[src/rtl/udp_port_word_packer_if.sv]
// udp_port_word_packer_if: byte-in / word-out bus; slave = packer, master = byte source and word sink
interface udp_port_word_packer_if;
  logic [7:0]  i_port_byte;
  logic        i_port_byte_vld;
  logic        i_port_last_byte;
  logic        o_port_byte_rd;
  logic [31:0] o_word;
  logic        o_word_vld;
  logic        o_word_last;
  logic [2:0]  o_word_nbytes;
  logic        i_word_rdy;
  logic [15:0] o_pkt_cnt;
  modport slave (
    input  i_port_byte, i_port_byte_vld, i_port_last_byte, i_word_rdy,
    output o_port_byte_rd, o_word, o_word_vld, o_word_last, o_word_nbytes, o_pkt_cnt
  );
  modport master (
    output i_port_byte, i_port_byte_vld, i_port_last_byte, i_word_rdy,
    input  o_port_byte_rd, o_word, o_word_vld, o_word_last, o_word_nbytes, o_pkt_cnt
  );
endinterface

[src/rtl/udp_port_word_packer.sv]
// udp_port_word_packer: packs FWFT payload bytes into 32-bit words (ports: i_rxmac_clk, i_rxmac_arst, bus slave; UDP_WORD_PACKER_PKT_CNT_EN enables o_pkt_cnt)
module udp_port_word_packer #(
  parameter int BIG_ENDIAN = 1
) (
  input logic i_rxmac_clk,
  input logic i_rxmac_arst,
  udp_port_word_packer_if.slave bus
);
  typedef enum logic {COLLECT, HOLD} state_t;
  state_t state, state_n;
  logic [1:0] idx, idx_n, lane;
  logic [31:0] word, word_n;
  logic last, last_n;
  logic [2:0] nbytes, nbytes_n;
  logic consume, accept, fin;
  assign bus.o_port_byte_rd = bus.i_port_byte_vld & (state == COLLECT | bus.i_word_rdy) & ~i_rxmac_arst;
  assign bus.o_word = word;
  assign bus.o_word_vld = state == HOLD;
  assign bus.o_word_last = last;
  assign bus.o_word_nbytes = nbytes;
  always_comb begin
    consume = bus.o_port_byte_rd;
    accept = state == HOLD & bus.i_word_rdy;
    fin = consume & (idx == 2'd3 | bus.i_port_last_byte);
    lane = BIG_ENDIAN != 0 ? 2'd3 - idx : idx;
    state_n = fin ? HOLD : accept ? COLLECT : state;
    idx_n = fin ? 2'd0 : consume ? idx + 2'd1 : idx;
    word_n = consume ? ((idx == 2'd0 ? 32'd0 : word) | ({24'd0, bus.i_port_byte} << {lane, 3'b000})) : word;
    last_n = fin ? bus.i_port_last_byte : last;
    nbytes_n = fin ? {1'b0, idx} + 3'd1 : nbytes;
  end
  always_ff @(posedge i_rxmac_clk or posedge i_rxmac_arst) begin
    if (i_rxmac_arst) begin
      state <= COLLECT;
      idx <= '0;
      word <= '0;
      last <= 1'b0;
      nbytes <= '0;
    end else begin
      state <= state_n;
      idx <= idx_n;
      word <= word_n;
      last <= last_n;
      nbytes <= nbytes_n;
    end
  end
`ifdef UDP_WORD_PACKER_PKT_CNT_EN
  logic [15:0] pkt_cnt;
  always_ff @(posedge i_rxmac_clk or posedge i_rxmac_arst) begin
    if (i_rxmac_arst) pkt_cnt <= '0;
    else if (accept & last) pkt_cnt <= pkt_cnt + 16'd1;
  end
  assign bus.o_pkt_cnt = pkt_cnt;
`else
  assign bus.o_pkt_cnt = '0;
`endif
endmodule
[src/flat_wrapper.sv]
// flat-port wrapper written by rule: the top's interface ports become plain ports
module udp_port_word_packer_flat 
#(
  parameter int BIG_ENDIAN = 1
)
  (i_rxmac_clk, i_rxmac_arst, bus_i_port_byte, bus_i_port_byte_vld, bus_i_port_last_byte, bus_i_word_rdy, bus_o_port_byte_rd, bus_o_word, bus_o_word_vld, bus_o_word_last, bus_o_word_nbytes, bus_o_pkt_cnt);
  udp_port_word_packer_if bus_i ();
  input logic i_rxmac_clk;
  input logic i_rxmac_arst;
  input wire logic [$bits(bus_i.i_port_byte)-1:0] bus_i_port_byte;
  input wire logic [$bits(bus_i.i_port_byte_vld)-1:0] bus_i_port_byte_vld;
  input wire logic [$bits(bus_i.i_port_last_byte)-1:0] bus_i_port_last_byte;
  input wire logic [$bits(bus_i.i_word_rdy)-1:0] bus_i_word_rdy;
  output wire logic [$bits(bus_i.o_port_byte_rd)-1:0] bus_o_port_byte_rd;
  output wire logic [$bits(bus_i.o_word)-1:0] bus_o_word;
  output wire logic [$bits(bus_i.o_word_vld)-1:0] bus_o_word_vld;
  output wire logic [$bits(bus_i.o_word_last)-1:0] bus_o_word_last;
  output wire logic [$bits(bus_i.o_word_nbytes)-1:0] bus_o_word_nbytes;
  output wire logic [$bits(bus_i.o_pkt_cnt)-1:0] bus_o_pkt_cnt;
  assign bus_i.i_port_byte = bus_i_port_byte;
  assign bus_i.i_port_byte_vld = bus_i_port_byte_vld;
  assign bus_i.i_port_last_byte = bus_i_port_last_byte;
  assign bus_i.i_word_rdy = bus_i_word_rdy;
  assign bus_o_port_byte_rd = bus_i.o_port_byte_rd;
  assign bus_o_word = bus_i.o_word;
  assign bus_o_word_vld = bus_i.o_word_vld;
  assign bus_o_word_last = bus_i.o_word_last;
  assign bus_o_word_nbytes = bus_i.o_word_nbytes;
  assign bus_o_pkt_cnt = bus_i.o_pkt_cnt;
  udp_port_word_packer #(.BIG_ENDIAN(BIG_ENDIAN)) u_core (.i_rxmac_clk(i_rxmac_clk), .i_rxmac_arst(i_rxmac_arst), .bus(bus_i));
endmodule
[config.mk]
export PLATFORM = sky130hd
export DESIGN_NAME = udp_port_word_packer_flat
export DESIGN_NICKNAME = d
export VERILOG_FILES = /design/src/rtl/udp_port_word_packer_if.sv /design/src/rtl/udp_port_word_packer.sv /design/src/flat_wrapper.sv
export SDC_FILE = /design/constraint.sdc
export NUM_CORES = 1
export LEC_CHECK = 0
export BUFFER_PORTS_ARGS = -buffer_cell sky130_fd_sc_hd__buf_2
export CAP_MARGIN = 15
export CORE_AREA = 2 2 85 63
export CTS_CLUSTER_DIAMETER = 150
export DETAILED_ROUTE_END_ITERATION = 6
export DIE_AREA = 0 0 87 65
export GPL_TIMING_DRIVEN = 0
export PLACE_DENSITY = 0.63
export SLEW_MARGIN = 20
export SYNTH_ARGS = -nofsm -noshare
export SYNTH_HDL_FRONTEND = slang
export SYNTH_SLANG_ARGS = --single-unit
[constraint.sdc]
create_clock -name i_rxmac_clk -period 3.3 [get_ports i_rxmac_clk]
set_input_delay 0.825 -clock i_rxmac_clk [delete_from_list [all_inputs] [get_ports i_rxmac_clk]]
set_output_delay 0.825 -clock i_rxmac_clk [all_outputs]
set_load 0.03 [all_outputs]
==> results.py <==
metrics = {
    "sta": {
        "tns_ps": 0,
        "setup_viol": 0,
        "fin_crit_sh_pct": 80.1,
        "worstMarginPinSlew_ps": 559,
        "rsz0062_at_grt": "false",
        "worst_slack_ps": 655,
        "final_max_slew_viol_count": 0,
        "hold_viol": 0,
        "timing.fmax_mhz": 378,
        "fin_worst_skew_ps": 3.16,
        "fin_crit_ps": 2640,
        "max-slew-margin-rel_pct": 62.4,
    },
    "power_and_ir_drop": {
        "leakagePower_nw": 1.15,
        "p_comb_share_pct": 39.7,
        "switchingPower_uw": 670,
        "p_per_area_nw_per_um2": 770,
        "pwr-share-seq_pct": 42.0,
        "switching_share_pct": 40.7,
        "p_int_uw": 975,
        "ir_worst_vdd_mv": 0.433,
        "power_frac_clock_pct": 18.3,
    },
    "place": {
        "gp_congestion": 0.781,
        "dp_slack_ps": 663,
        "dp_hpwl_um": 2790,
        "port_buffers": 50,
        "placed_cells": 245,
    },
    "grt": {
        "grt_max_degree": 25,
        "grt_pass1_vias": 1117,
        "grt_use_total_pct": 14.1,
        "antenna_found_initial": 0,
        "grt.overflow.total": 0,
        "grt_pass1_wl_um": 5820,
    },
    "floorplan": {
        "rows": 22,
        "start_util_pct": 33.4,
        "dieWidth_um": 87,
        "core_um2": 4930,
        "die_h_um": 65,
        "io_pins": 67,
        "dieArea_um2": 5660,
    },
    "outcome": {
        "outcome": "finished clean",
    },
    "synth": {
        "synthXorXnorAreaFrac_pct": 0,
        "synth_top_family_by_area": "compound AO/OA/AOI/OAI gates",
        "synth_area_per_cell_um2": 13.8,
        "synth_edf_count": 0,
        "yosys_warnings": 0,
        "ys_seq_area_share_pct": 59.3,
        "ys_ff_latch": 39,
        "synth_ff_type": "dfrtp_1",
        "synth_cell_types": 19,
        "yosys.area_share.simple_pct": 9.73,
        "synthArstFlopShare_pct": 100,
        "synth_cells": 119,
        "synth_fa_ha_area_share_pct": 1.52,
        "synth_area_um2": 1650,
        "muxShareOfSynthArea_pct": 1.37,
        "synth-compound-area-share_pct": 19.0,
    },
    "min_path": {
        "hold_path.class": "reg2reg",
        "min_path_cells": 1,
        "holdCritStartpoint": "u_core.bus.o_word[31]",
        "hold-path-endpoint": "u_core.bus.o_word[31]",
    },
    "critical_path": {
        "critPathMostFrequentCell": "buf_2",
        "worst-setup-path-type": "in2out",
        "start_kind": "primary input",
        "rr_worst_depth": 4,
        "max_stage_delay_ps": 310,
        "end_kind": "output pin",
        "cp_cell_sequence": "buf_2 -> or2b_4 -> nor2_1 -> buf_2",
        "worstPathArrival_ps": 1820,
        "r2r_setup_slack_ps": 1700,
        "cp_max_fo": 7,
        "crit_required_ps": 2470,
        "r2r-end": "u_core.bus.o_word_nbytes[1]",
        "cp_slowest_cell": "or2b_4",
        "reg2reg_from": "u_core.idx[0]",
    },
    "clocking": {
        "max-clock-path-buffers": 2,
        "numClockSinks": 39,
        "post_cts.resized_instances": 0,
        "hold_buffers": 0,
        "h-tree-depth": 2,
        "cts_setup_buffers": 0,
        "clk_pin_slew_ps": 70,
        "cts-buffers-inserted": 5,
        "insertion_delay_ps": 280,
        "root_buffer": "clkbuf_8",
        "cts_tree": "done",
    },
    "route": {
        "drt-vias-per-instance": 4.69,
        "vias": 1186,
        "antenna_left": 0,
        "routed_wirelength_um": 3690,
        "drt_pass1_iterations": 4,
        "drc": 0,
        "wl_per_cell_um": 14.6,
        "drt_iter0_drc": 53,
    },
    "job": {
        "cap_violations": 0,
    },
    "final_layout": {
        "final_nets": 207,
        "postLayoutCoreUtil_pct": 43.4,
        "drive_gt1_share_pct": 45.1,
        "final_cell_mix": "53 x buf_2, 39 x dfrtp_1, 34 x a22o_1, 16 x buf_4, 16 x conb_1",
        "diodes": 0,
        "syn2layout_area_growth_pct": 29.8,
        "final_common_cell": "buf_2",
        "final_cells": 253,
        "fillCellCount": 447,
    },
}
[state kept, by name, summed over array words and instances, names as in the netlist]
signal and count:
u_core.idx 2, u_core.bus.o_word_last 1, u_core.bus.o_word 32, u_core.bus.o_word_vld 1, u_core.bus.o_word_nbytes 3
[worst max-delay path, delay by kind of cell]
kind / cells / cell delay, ps
buffers and inverters: 2 / 390
AND/OR/NAND/NOR: 2 / 610
[worst max-delay path by stage]
stage                                    from  depth (start not counted)                  to  slack [ps]
after floorplan           bus_i_port_byte_vld                          2  bus_o_port_byte_rd         820
after global placement           i_rxmac_arst                          4  bus_o_port_byte_rd         680
after detailed placement         i_rxmac_arst                          4  bus_o_port_byte_rd         660
after CTS                        i_rxmac_arst                          4  bus_o_port_byte_rd         660
after global routing             i_rxmac_arst                          4  bus_o_port_byte_rd         630
final                            i_rxmac_arst                          4  bus_o_port_byte_rd         660
[metal layers]
metal | vias to the layer above | track usage [%] | part of all wire, %
met2 | 43 | 19.5 | 43
met3 | 4 | 4.59 | 6.6
met1 | 575 | 20.8 | 50
met5 | - | 0 | 0
li1 | 564 | - | -
met4 | 0 | 4.10 | 0.51
[final cells by class]
type                       count  area (µm²)  area share [%]
sequential                    39         976            45.7
multi-input combinational     73         581            27.2
timing repair buffer          51         278            13.0
buffer                        19         135            6.32
clock buffer                   7        76.3            3.57
tap                           60        75.1            3.51
inverter                       3        11.3           0.527
clock inverter                 1        5.00           0.234
[Yosys cell counts, types with 2 or more instances]
cell type,instances,share of area (%)
a22o_1,34,18
buf_2,3,0.91
buf_4,16,7.3
dfrtp_1,39,59
ha_1,2,1.5
inv_2,2,0.46
mux2_2,2,1.4
nand3_1,3,0.91
nand4_1,2,0.76
nor2_1,2,0.46
nor4_4,4,5.2
o21ai_0,3,0.91
[through the flow]
step	hold WS (ps)	power [mW]	area (µm²)
detailed placement	480	1.36	2060
global placement	482	1.35	2030
global route	513	1.74	2140
finish	492	1.64	2140
CTS	499	1.66	2140
floorplan	688	1.16	1700
[cells by family after synthesis]
| group | count (synthesis) |
|---|---|
| compound gates | 37 |
| buf+inv | 22 |
| flops | 39 |
| mux | 2 |
| fa+ha+maj | 2 |
| simple gates | 16 |
| other cells | 1 |
[power by group through the flow]
| stage | Combinational [mW] | Sequential [mW] | Clock (mW) |
|---|---|---|---|
| 2_1_floorplan | 0.213 | 0.946 | 0 |
| 3_3_place_gp | 0.651 | 0.698 | 0 |
| 3_5_place_dp | 0.664 | 0.694 | 0 |
| 4_1_cts | 0.661 | 0.691 | 0.311 |
| 5_1_grt | 0.690 | 0.708 | 0.337 |
| 6_report | 0.653 | 0.690 | 0.301 |
No activity file was read; power rests on OpenSTA's default activity.
